===== config.mk =====
export PLATFORM = sky130hd
export DESIGN_NAME = gost89_ofb_stream_ctrl_flat
export DESIGN_NICKNAME = d
export VERILOG_FILES = /design/src/rtl/gost89_ofb_stream_ctrl_pkg.sv /design/src/rtl/gost89_ofb_stream_ctrl_if.sv /design/src/rtl/gost89_block_serializer.sv /design/src/rtl/gost89_ofb_stream_ctrl.sv /design/src/flat_wrapper.sv
export SDC_FILE = /design/constraint.sdc
export NUM_CORES = 1
export LEC_CHECK = 0
export CAP_MARGIN = 25
export CORE_MARGIN = 4
export CORE_UTILIZATION = 42
export DETAILED_ROUTE_END_ITERATION = 7
export GPL_TIMING_DRIVEN = 0
export PLACE_DENSITY = 0.77
export SETUP_SLACK_MARGIN = 0.05
export SLEW_MARGIN = 30
export SYNTH_ARGS = -nofsm -noshare
export SYNTH_HDL_FRONTEND = slang
export SYNTH_SLANG_ARGS = --single-unit

===== constraint.sdc =====
create_clock -name clk -period 2 [get_ports clk]
set_input_delay 0.4 -clock clk [delete_from_list [all_inputs] [get_ports clk]]
set_output_delay 0.4 -clock clk [all_outputs]
set_load 0.02 [all_outputs]

===== src/rtl/gost89_ofb_stream_ctrl_pkg.sv =====
// Shared types and constants for the GOST 28147-89 OFB byte-stream front end.
package gost89_stream_pkg;

  typedef enum logic [2:0] {
    ST_FILL,
    ST_LOAD,
    ST_WAIT_HI,
    ST_WAIT_LO,
    ST_DRAIN
  } state_e;

  localparam int BYTE_W           = 8;
  localparam int BLOCK_W          = 64;
  localparam int BLOCK_BYTES      = 8;
  localparam int WDOG_LIMIT       = 63;
  localparam int CORE_BUSY_CYCLES = 33;

  // Byte idx 0 lands in bits [63:56]; the target lane is assumed to be zero.
  function automatic logic [BLOCK_W-1:0] pack_byte(input logic [BLOCK_W-1:0] blk,
                                                   input logic [2:0]         idx,
                                                   input logic [BYTE_W-1:0]  b);
    logic [5:0] sh;
    sh = {3'd7 - idx, 3'b000};
    return blk | ({{(BLOCK_W-BYTE_W){1'b0}}, b} << sh);
  endfunction

endpackage


===== src/rtl/gost89_ofb_stream_ctrl_if.sv =====
// Byte-stream ports of the OFB front end: plaintext in (with IV), ciphertext out.
interface gost89_ofb_stream_ctrl_if;
  import gost89_stream_pkg::*;

  logic               s_valid;
  logic               s_ready;
  logic [BYTE_W-1:0]  s_data;
  logic               s_first;
  logic               s_last;
  logic [BLOCK_W-1:0] iv;
  logic               m_valid;
  logic               m_ready;
  logic [BYTE_W-1:0]  m_data;
  logic               m_last;

  modport master (
    output s_valid, s_data, s_first, s_last, iv, m_ready,
    input  s_ready, m_valid, m_data, m_last
  );

  modport slave (
    input  s_valid, s_data, s_first, s_last, iv, m_ready,
    output s_ready, m_valid, m_data, m_last
  );
endinterface


===== src/rtl/gost89_block_serializer.sv =====
// Captures one 64-bit core result and emits its first N bytes MSB-first on a valid/ready port.
module gost89_block_serializer
  import gost89_stream_pkg::*;
(
  input  logic               clk,
  input  logic               reset_n,
  input  logic               capture_i,
  input  logic [BLOCK_W-1:0] cap_data_i,
  input  logic [3:0]         cap_count_i,
  input  logic               cap_last_i,
  input  logic               m_ready_i,
  output logic               m_valid_o,
  output logic [BYTE_W-1:0]  m_data_o,
  output logic               m_last_o,
  output logic               done_o
);

  logic [BLOCK_W-1:0] shift_q;
  logic [3:0]         left_q;
  logic               last_q;
  logic               final_byte;

  assign final_byte = (left_q == 4'd1);
  assign m_valid_o  = (left_q != 4'd0);
  assign m_data_o   = shift_q[BLOCK_W-1 -: BYTE_W];
  assign m_last_o   = last_q & final_byte;
  assign done_o     = m_valid_o & m_ready_i & final_byte;

  always_ff @(posedge clk) begin
    if (!reset_n) begin
      shift_q <= '0;
      left_q  <= '0;
      last_q  <= 1'b0;
    end else if (capture_i) begin
      shift_q <= cap_data_i;
      left_q  <= cap_count_i;
      last_q  <= cap_last_i;
    end else if (m_valid_o && m_ready_i) begin
      shift_q <= shift_q << BYTE_W;
      left_q  <= left_q - 4'd1;
    end
  end

endmodule


===== src/rtl/gost89_ofb_stream_ctrl.sv =====
// Packs an 8-bit stream into 64-bit blocks, sequences the GOST OFB core per block and
// serialises the result. Optional busy watchdog enabled by GOST_OFB_WATCHDOG_EN.
module gost89_ofb_stream_ctrl
  import gost89_stream_pkg::*;
(
  input  logic                     clk,
  input  logic                     reset_n,
  gost89_ofb_stream_ctrl_if.slave  strm,
  output logic                     core_reset,
  output logic                     core_load_data,
  output logic                     core_load_IV,
  output logic [BLOCK_W-1:0]       core_IV,
  output logic [BLOCK_W-1:0]       core_in,
  input  logic [BLOCK_W-1:0]       core_out,
  input  logic                     core_busy,
  output logic                     err
);

  state_e             state_q, state_d;
  logic [3:0]         count_q;
  logic [BLOCK_W-1:0] pack_q;
  logic [BLOCK_W-1:0] iv_q;
  logic               iv_pend_q;
  logic               blk_last_q;
  logic               core_reset_q;
  logic               s_ready;
  logic               accept;
  logic               capture;
  logic               ser_done;
  logic               wdog_hit;

  assign core_reset = core_reset_q | ~reset_n;
  assign accept     = strm.s_valid & s_ready;
  assign capture    = (state_q == ST_WAIT_LO) & ~core_busy;
  assign strm.s_ready = s_ready;
  assign core_in    = pack_q;
  assign core_IV    = iv_q;

  always_ff @(posedge clk) begin
    if (!reset_n) state_q <= ST_FILL;
    else          state_q <= state_d;
  end

  always_comb begin
    state_d = state_q;
    case (state_q)
      ST_FILL:    if (accept && (count_q == 4'(BLOCK_BYTES - 1) || accept && strm.s_last))
                    state_d = ST_LOAD;
      ST_LOAD:    state_d = ST_WAIT_HI;
      ST_WAIT_HI: if (core_busy) state_d = ST_WAIT_LO;
      ST_WAIT_LO: if (!core_busy) state_d = ST_DRAIN;
      ST_DRAIN:   if (ser_done) state_d = ST_FILL;
      default:    state_d = ST_FILL;
    endcase
    if (wdog_hit) state_d = ST_FILL;
  end

  // Input is held off while the core is being reset so no byte precedes a clean core.
  always_comb begin
    s_ready        = 1'b0;
    core_load_data = 1'b0;
    core_load_IV   = 1'b0;
    case (state_q)
      ST_FILL: s_ready = ~core_reset;
      ST_LOAD: begin
        core_load_data = reset_n;
        core_load_IV   = reset_n & iv_pend_q;
      end
      default: ;
    endcase
  end

  always_ff @(posedge clk) begin
    if (!reset_n) begin
      count_q      <= '0;
      pack_q       <= '0;
      iv_q         <= '0;
      iv_pend_q    <= 1'b0;
      blk_last_q   <= 1'b0;
      core_reset_q <= 1'b1;
    end else begin
      core_reset_q <= wdog_hit;
      if (accept) begin
        count_q <= count_q + 4'd1;
        pack_q  <= pack_byte(pack_q, count_q[2:0], strm.s_data);
        if (strm.s_last) blk_last_q <= 1'b1;
        if (strm.s_first && count_q == 4'd0) begin
          iv_q      <= strm.iv;
          iv_pend_q <= 1'b1;
        end
      end
      if (state_q == ST_LOAD) iv_pend_q <= 1'b0;
      if (ser_done || wdog_hit) begin
        count_q    <= '0;
        pack_q     <= '0;
        blk_last_q <= 1'b0;
      end
      // After an aborted block the core has been reset, so the next block must reload IV.
      if (wdog_hit) iv_pend_q <= 1'b1;
    end
  end

`ifdef GOST_OFB_WATCHDOG_EN
  logic [5:0] wdog_q;
  logic       err_q;
  logic       waiting;

  assign waiting  = (state_q == ST_WAIT_HI) || (state_q == ST_WAIT_LO);
  assign wdog_hit = waiting && (wdog_q == 6'(WDOG_LIMIT));
  assign err      = err_q;

  always_ff @(posedge clk) begin
    if (!reset_n) begin
      wdog_q <= '0;
      err_q  <= 1'b0;
    end else begin
      wdog_q <= (waiting && !wdog_hit) ? wdog_q + 6'd1 : 6'd0;
      if (wdog_hit) err_q <= 1'b1;
    end
  end
`else
  assign wdog_hit = 1'b0;
  assign err      = 1'b0;
`endif

  gost89_block_serializer u_ser (
    .clk         (clk),
    .reset_n     (reset_n),
    .capture_i   (capture),
    .cap_data_i  (core_out),
    .cap_count_i (count_q),
    .cap_last_i  (blk_last_q),
    .m_ready_i   (strm.m_ready),
    .m_valid_o   (strm.m_valid),
    .m_data_o    (strm.m_data),
    .m_last_o    (strm.m_last),
    .done_o      (ser_done)
  );

endmodule


===== src/flat_wrapper.sv =====
// flat-port wrapper written by rule: the top's interface ports become plain ports
module gost89_ofb_stream_ctrl_flat import gost89_stream_pkg::*;
  (clk, reset_n, core_reset, core_load_data, core_load_IV, core_IV, core_in, core_out, core_busy, err, strm_s_valid, strm_s_data, strm_s_first, strm_s_last, strm_iv, strm_m_ready, strm_s_ready, strm_m_valid, strm_m_data, strm_m_last);
  gost89_ofb_stream_ctrl_if strm_i ();
  input  logic clk;
  input  logic reset_n;
  output logic core_reset;
  output logic core_load_data;
  output logic core_load_IV;
  output logic [BLOCK_W-1:0] core_IV;
  output logic [BLOCK_W-1:0] core_in;
  input  logic [BLOCK_W-1:0] core_out;
  input  logic core_busy;
  output logic err;
  input wire logic [$bits(strm_i.s_valid)-1:0] strm_s_valid;
  input wire logic [$bits(strm_i.s_data)-1:0] strm_s_data;
  input wire logic [$bits(strm_i.s_first)-1:0] strm_s_first;
  input wire logic [$bits(strm_i.s_last)-1:0] strm_s_last;
  input wire logic [$bits(strm_i.iv)-1:0] strm_iv;
  input wire logic [$bits(strm_i.m_ready)-1:0] strm_m_ready;
  output wire logic [$bits(strm_i.s_ready)-1:0] strm_s_ready;
  output wire logic [$bits(strm_i.m_valid)-1:0] strm_m_valid;
  output wire logic [$bits(strm_i.m_data)-1:0] strm_m_data;
  output wire logic [$bits(strm_i.m_last)-1:0] strm_m_last;
  assign strm_i.s_valid = strm_s_valid;
  assign strm_i.s_data = strm_s_data;
  assign strm_i.s_first = strm_s_first;
  assign strm_i.s_last = strm_s_last;
  assign strm_i.iv = strm_iv;
  assign strm_i.m_ready = strm_m_ready;
  assign strm_s_ready = strm_i.s_ready;
  assign strm_m_valid = strm_i.m_valid;
  assign strm_m_data = strm_i.m_data;
  assign strm_m_last = strm_i.m_last;
  gost89_ofb_stream_ctrl u_core (.clk(clk), .reset_n(reset_n), .strm(strm_i), .core_reset(core_reset), .core_load_data(core_load_data), .core_load_IV(core_load_IV), .core_IV(core_IV), .core_in(core_in), .core_out(core_out), .core_busy(core_busy), .err(err));
endmodule

---- Word-level counts from Yosys, hierarchy flattened ----
Cells that the tools add are included.
operators by class
  add/subtract/negate cells ............... 3
  eq/ne operators ......................... 10
  shifts and indexed selects .............. 1
  mux-type cells .......................... 13
  bitwise operators ....................... 11
  reduce and logical (&&, ||, !) cells .... 14
operator list
  cell                                                                      count
  64-bit 2-to-1 mux                                                         2
  64-bit bitwise OR                                                         1
  8-bit by 6-bit left shift with 64-bit output                              1
  3-bit case mux with 5 select lines                                        1
  3-bit 2-to-1 mux                                                          4
  4-bit 2-to-1 mux                                                          2
  1-bit AND                                                                 6
  3-bit by 2-bit == test with 1-bit output (second input constant)          2
  4-bit by 1-bit adder with 4-bit output (second input constant)            1
  4-bit by 1-bit == test with 1-bit output (second input constant)          1
  4-bit by 3-bit == test with 1-bit output (second input constant)          1
  1-bit logical AND                                                         4
  4-bit logical NOT                                                         1
  1-bit 2-to-1 mux                                                          4
  2-bit by 1-bit inequality test with 1-bit output (second input constant)  2
  2-bit inequality test (second input constant)                             2
  2-bit AND reduction                                                       2
  4-bit AND reduction                                                       1
  4-bit nonzero test                                                        1
  2-bit OR reduction                                                        2
  4-bit by 1-bit subtractor with 4-bit output (second input constant)       1
  3-bit by 1-bit == test with 1-bit output (second input constant)          1
  3-bit == test (second input constant)                                     1
  3-bit logical NOT                                                         1
  other kinds (5)                                                           7
storage, ports and cells
  register bits ........................... 207
  input port bits ......................... 143

---- Depth between registers and ports, before layout ----
Gate-level depths: netlist (run 1).
  depth after elaboration ................. 10
  gate-level depth with buffers ........... 8
  mapped depth without buffers ............ 6

---- Cells and area by module ----
Synthesis (run 1) repeated with hierarchy kept, for this count alone.
second synthesis, totals
  cells, all modules ...................... 920
  area, all modules ....................... 8536.9 um^2
by module, submodules not included
  module                   times used  cells each  area each (um^2)  seq. area each (um^2)
  gost89_ofb_stream_ctrl   1           513         5215.0            2762.6
  gost89_block_serializer  1           407         3321.9            1381.3

---- Worst setup path before layout (run 1) ----
Ideal clock, no wire load.
  kind .................................... flip-flop to flip-flop
  from .................................... reg u_core.u_ser.left_q[0]
  to ...................................... reg u_core.u_ser.shift_q[41]
  arrival ................................. 1693 ps
  required time ........................... 1864 ps
  slack ................................... 171 ps
  stages on the path, launching flop included .. 9
  buffers on the path ..................... 2
  clock period less this slack ............ 1829 ps
  path through ............................ dfxtp_1 > inv_1 > ha_1 > nor3b_1 > clkinv_1 > clkbuf_1 > clkbuf_1 > nand3_1 > a31oi_1
on the way
  longest elaborated chain between the ends .. 3
RTL lines
  what                                 line                           text
  from (decl)                          gost89_block_serializer.sv:19  logic [3:0] left_q;
  from (signal assigned)               gost89_block_serializer.sv:36  left_q <= cap_count_i;
  from (signal assigned)               gost89_block_serializer.sv:40  left_q <= left_q - 4'd1;
  4-bit nonzero test                   gost89_block_serializer.sv:24  assign m_valid_o = (left_q != 4'd0);
  1-bit logical AND                    gost89_block_serializer.sv:38  end else if (m_valid_o && m_ready_i) begin
  2-bit nonzero test (no source line)  --
  to (signal assigned)                 gost89_block_serializer.sv:35  shift_q <= cap_data_i;
  to (signal assigned)                 gost89_block_serializer.sv:39  shift_q <= shift_q << BYTE_W;
  to (decl)                            gost89_block_serializer.sv:18  logic [BLOCK_W-1:0] shift_q;
Every way passes these cells.
A chain may end at the register's enable or synchronous reset.

---- Worst setup path after layout (run 1) ----
  from .................................... reg u_core.u_ser.left_q[0]
  to ...................................... out strm_m_valid
on the way
  longest elaborated chain between the ends .. 1
RTL lines
  what                line                           text
  4-bit nonzero test  gost89_block_serializer.sv:24
  to (decl)           flat_wrapper.sv:22             output wire logic [$bits(strm_i.m_valid)-1:0] strm_m_valid;
Every way passes these cells.

==> results.ini, run 1 <==
[status]
status=complete, but fails checks
violations=negative setup slack

[power]
total_power_mw=11.2
irDropWorstVdd_mv=0.585
power.leakage_nw=4.68
p_per_area_mw_per_mm2=850

[logic_synthesis]
synth_warnings=0
ys_seq_area_share_pct=47.9
ys_types=46
yosysTopAreaCell=dfxtp_1
syn-cell-area_mm2=0.00866
syn_inst=1013
syn_nets=1160
synthTopCellsByArea=dfxtp_1 48%, o21ai_0 8.7%, mux2i_1 7.4%
yosysTopAreaCellShare_pct=47.9
syn_area_per_cell_um2=8.55
synth-seq-cells=207

[global_routing]
grt_pass1_vias=8876
grt_pass1_wl_um=47100
overflow=0
grt_usage_pct=25.3
grt_max_degree=20
antenna_found_initial=0

[finish]
fill_cells=1641
multi_input_area_mm2=0.00392
nNetsFinal=1493
syn_to_final_growth_pct=52.5
num_antenna_cells=0
design_area_mm2=0.0132
drive_gt1_share_pct=10.8
ff_latch_area_mm2=0.00417

[sta]
period_minus_slack_ns=2.04
maxSlewViolCount=0
finalSetupTns_ns=-0.0648
tightest_slew_ns=0.591
finalHoldViolCount=0
clock_skew_ns=0.0122
min_period_over_period_pct=102
setup_ws_ns=-0.0385
final.hold.worst_slack_ns=0.453
final-setup-viol-count=2
relSlewSlack_pct=60.5
max_freq_ghz=0.491
rsz0062_at_grt=yes

[placed_design]
place_hpwl_um=21400
gp_congestion=0.900
postPlaceCellArea_mm2=0.0118
place_ws_ns=-0.952
numPortBuffers=283

[setup_path]
worstPathCellList=inv_4 > ha_4 > nor3b_4 > clkinv_2 > buf_8 > buf_6
cp-start-kind=flop
max_stage_delay_ns=0.37
worstPathRequired_ns=1.60
slowest_stage=dfxtp_4
critical-path-top-delay-family=buffers and inverters
crit_path_max_fanout=4
endpoint_kind=output pin
worst-setup-path-type=flop to output pin
crit_buf_inv=4
crit_arrival_ns=1.64

[die]
core-area_mm2=0.0202
chipHeight_um=152
ios=286
rows=52
start_util_pct=42.8
dieWidth_um=152
die-area_mm2=0.0230

[drt]
post-route-drc-count=0
drt_iter0_drc=641
wirelength_um=30500
first_pass_iters=5
ant_nets=0
dr_total_vias=8906
wl_per_cell_um=18.7
vias_per_cell=5.46

[clock_network]
cts_made_buffers=23
cts_buffer_depth=3
path_clk_slew_ns=0.06
cts_root_buf=clkbuf_16
cts_hold_buffers=0
clk_latency_ns=0.50
cts_tree=done
cts.sinks=207
htreeDepth=1

[flow_run]
maxCapViolCount=0

[worst_hold_path]
hold_class=input pin to flop

==> state kept, by name, indices dropped and copies added, names as in the netlist <==
signal,flops
u_core.u_ser.left_q,4
u_core.u_ser.shift_q,64
u_core.iv_pend_q,1
u_core.count_q,4
u_core.u_ser.last_q,1
u_core.state_q,3
u_core.core_IV,64
u_core.core_in,64
u_core.core_reset_q,1
u_core.blk_last_q,1
==> layer usage <==
| metal | global-route usage, % | wire length [µm] |
|---|---|---|
| met1 | 32.3 | 12600 |
| met2 | 41.4 | 14200 |
| met3 | 7.11 | 2910 |
| met4 | 8.45 | 797 |
| met5 | 0 | 0 |
==> power by group <==
group / switching (mW) / internal (mW) / total, mW
logic: 1.21 / 0.841 / 2.05
registers: 0.0599 / 4.19 / 4.25
clock network: 1.76 / 3.16 / 4.92
==> repair_timing <==
action,4_1_cts,5_1_grt
endpoints found under the hold margin,0,0
setup endpoints to repair,196,122
gates cloned,2,4
gates resized for setup,83,53
setup buffers,19,5
pin swaps,9,2
==> cell usage in the layout (no fill, tap or decap), types with 29 or more instances in the layout <==
cell type	Yosys	layout
inv_1	39	35
dfxtp_1	207	200
nand2_1	142	142
clkdlybuf4s50_1	0	265
nor2_1	39	37
clkbuf_1	81	57
mux2i_1	64	61
buf_4	10	29
o21ai_0	150	150
a211oi_1	35	34
nand3_1	59	59
a31oi_1	74	74
==> cell usage after synthesis, drive strengths merged <==
cell	instances
a2111oi	1
clkbuf	81
and2	9
mux2i	64
dfxtp	207
buf	25
nand2	142
nor3	4
a31o	1
nor4b	2
or4bb	1
nand2b	5
o221a	1
nor2	39
conb	1
o21bai	1
nor3b	1
and4bb	1
a211oi	35
nand3	59
and4	2
a41o	1
o211ai	9
nand4bb	1
nor4	2
inv	40
nor2b	9
a21oi	14
or4b	1
a311o	1
a31oi	74
clkinv	1
and3	2
o21ai	150
ha	4
and4b	2
a41oi	16
nand4	3
and3b	1
==> layout make-up <==
cell class / count / area share [%]
well taps: 270 / 2.56
plain buffers: 102 / 4.45
multi-input cells: 659 / 29.7
repair buffers: 312 / 23.8
flip-flops and latches: 207 / 31.5
clock buffers: 28 / 4.80
clock inverters: 13 / 1.89
inverters: 41 / 1.25
==> per-stage QoR <==
| step | std cells | util [%] |
|---|---|---|
| after floorplan | 1013 | - |
| after global placement | 1566 | 58.5 |
| after detailed placement | 1566 | 58.5 |
| after CTS | 1625 | 64.3 |
| after global routing | 1632 | 65.3 |
| final | 1632 | 65.3 |
==> worst register-to-register path, stage by stage, from the launching register on <==
cell and delay, ns:
dfxtp_4 0.36, inv_4 0.06, ha_4 0.11, or4bb_4 0.46
nor3_4 0.30, buf_12 0.21, buf_12 0.15, mux2i_2 0.23
==> kinds of logic (layout without fill, tap and decap cells) <==
group / after synthesis / in the layout / synth area share [%]
DFF: 207 / 207 / 47.9
other: 1 / 1 / 0.0433
adders and majority gates: 4 / 4 / 0.578
AOI/OAI and AO/OA: 304 / 304 / 20.9
and+or+nand+nor: 286 / 286 / 15.3
buffers and inverters: 147 / 496 / 7.87
muxes: 64 / 64 / 7.40
==> final timing paths <==
check | startpoint | endpoint | slack, ns | cells after the start
max | u_core.u_ser.left_q[0] | strm_m_valid | -0.04 | 6
min | core_out[3] | u_core.u_ser.shift_q[3] | 0.45 | 3
max reg2reg | u_core.count_q[1] | u_core.core_IV[13] | 0.03 | 7
min reg2reg | u_core.core_IV[14] | u_core.core_IV[14] | 0.46 | 2
(Power assumes the default switching activity.)
==> run 2, diff against run 1 <==
--- a/config.mk
+++ b/config.mk
@@ -10,7 +10,7 @@
 export CORE_UTILIZATION = 42
 export DETAILED_ROUTE_END_ITERATION = 7
 export GPL_TIMING_DRIVEN = 0
-export PLACE_DENSITY = 0.77
+export PLACE_DENSITY = 0.88
 export SETUP_SLACK_MARGIN = 0.05
 export SLEW_MARGIN = 30
 export SYNTH_ARGS = -nofsm -noshare
==> results.ini, run 2 (synthesized netlist as in run 1, its figures left out) <==
[drt]
vias_per_cell=5.57  ; +2.0%
drt_iter0_drc=775  ; +21%
ant_nets=0  ; unchanged
dr_total_vias=9049  ; +1.6%
wl_per_cell_um=19.4  ; +3.9%
first_pass_iters=5  ; unchanged
wirelength_um=31600  ; +3.5%
post-route-drc-count=0  ; unchanged

[sta]
finalSetupTns_ns=-0.0551  ; +0.00970 ns
period_minus_slack_ns=2.05  ; +0.00665 ns
tightest_slew_ns=0.587  ; -0.00362 ns
setup_ws_ns=-0.0451  ; -0.00665 ns
min_period_over_period_pct=102  ; +0.33 points
clock_skew_ns=0.00837  ; -0.00378 ns
finalHoldViolCount=0  ; unchanged
final-setup-viol-count=2  ; unchanged
relSlewSlack_pct=60.8  ; +0.32 points
maxSlewViolCount=0  ; unchanged
rsz0062_at_grt=yes
max_freq_ghz=0.489  ; -0.33%

[clock_network]
cts_buffer_depth=3  ; unchanged
path_clk_slew_ns=0.06  ; about the same
cts_made_buffers=22  ; -4.3%
htreeDepth=1  ; unchanged
cts_tree=done
clk_latency_ns=0.50  ; about the same
cts_hold_buffers=0  ; unchanged
cts_root_buf=clkbuf_16
cts.sinks=207  ; unchanged

[global_routing]
grt_max_degree=20  ; unchanged
antenna_found_initial=0  ; unchanged
grt_pass1_wl_um=46500  ; -1.2%
grt_usage_pct=25.3  ; -0.028 points
grt_pass1_vias=8944  ; +0.77%
overflow=0  ; unchanged

[finish]
multi_input_area_mm2=0.00396  ; +1.1%
drive_gt1_share_pct=10.3  ; -0.54 points
nNetsFinal=1493  ; unchanged
num_antenna_cells=0  ; unchanged
ff_latch_area_mm2=0.00416  ; about the same
layout_commonest_cell=clkdlybuf4s50_1
layout_common_cells=265 x clkdlybuf4s50_1, 201 x dfxtp_1, 150 x o21ai_0, 142 x nand2_1, 74 x a31oi_1
syn_to_final_growth_pct=51.0
fill_cells=1559  ; -5.0%
instances_no_fill=1626  ; -0.37%

[power]
irDropWorstVdd_mv=0.608  ; +3.9%
total_power_mw=10.1  ; -9.9%
p_per_area_mw_per_mm2=774  ; -9.0%
power.leakage_nw=4.63  ; -1.2%

[die]
core-area_mm2=0.0202  ; unchanged
ios=286  ; unchanged
chipHeight_um=152  ; unchanged
dieWidth_um=152  ; unchanged
rows=52  ; unchanged
die-area_mm2=0.0230  ; unchanged
start_util_pct=42.8  ; unchanged

[setup_path]
slowest_stage=dfxtp_4
crit_arrival_ns=1.65  ; about the same
worst-setup-path-type=flop to output pin
rr_startpoint=u_core.state_q[0]
max_stage_delay_ns=0.36  ; about the same
startpoint=u_core.u_ser.left_q[0]
worstPathCellList=inv_4 > ha_4 > nor3b_4 > clkinv_2 > buf_8 > buf_6
crit_buf_inv=4  ; unchanged
critical-path-top-delay-family=buffers and inverters
endpoint_kind=output pin
worstPathRequired_ns=1.60  ; about the same
crit_path_max_fanout=4  ; unchanged
cp-start-kind=flop

[worst_hold_path]
hp-start=u_core.u_ser.last_q
hold_class=flop to flop

[placed_design]
numPortBuffers=283  ; unchanged
gp_congestion=0.932  ; +3.6%
placedCellCount=1566  ; unchanged
place_hpwl_um=21900  ; +2.4%

[flow_run]
maxCapViolCount=0  ; unchanged

[status]
status=complete, but fails checks
violations=negative setup slack

==> run 2: final timing paths <==
path                                             to  slack (ns)  cells after the start
worst max-delay path                   strm_m_valid       -0.05                      6
worst min-delay path            u_core.u_ser.last_q        0.46                      2
worst max register to register   u_core.core_IV[20]        0.01                      7
worst min register to register  u_core.u_ser.last_q        0.46                      2
==> run 2: where the power goes <==
part / internal (mW) / switching, mW
clock network: 2.19 / 1.65
logic: 0.822 / 1.21
registers: 4.19 / 0.0582
==> run 2: what timing repair did <==
action	4_1_cts	5_1_grt
buffers inserted	20	5
cloned	4	3
setup endpoints to repair	203	154
pin swaps	5	4
gates resized for setup	84	55
==> run 2: per-layer routing <==
metal | track usage (%) | part of all wire, %
met2 | 43.1 | 48
met3 | 7.02 | 9.6
met4 | 10.6 | 3.8
met1 | 30.0 | 39
met5 | 0 | 0
==> run 2: through the flow <==
step           hold WS (ns)  util, %  worst slack (ns)  cell area (µm²)
5_1_grt               0.466     64.6            -0.103            13100
3_5_place_dp          0.446     58.5            -0.848            11800
4_1_cts               0.444     63.7           -0.0370            12900
6_report              0.458     64.6           -0.0451            13100
2_1_floorplan         0.431        -             0.171             8660
3_3_place_gp          0.441     58.5            -0.802            11800
==> run 2: worst min-delay path: cells and delay by family, from the launching register on <==
family          cells  cell delay, ns
simple gates        1            0.05
flops               1            0.31
compound gates      1            0.05
==> run 2: cell type report <==
type,instances,area share [%]
tap,270,2.58
clock inverter,5,0.249
buffer,102,4.56
inverter,41,1.22
sequential,207,31.8
timing repair buffer,313,24.4
clock buffer,29,4.80
multi-input combinational,659,30.3
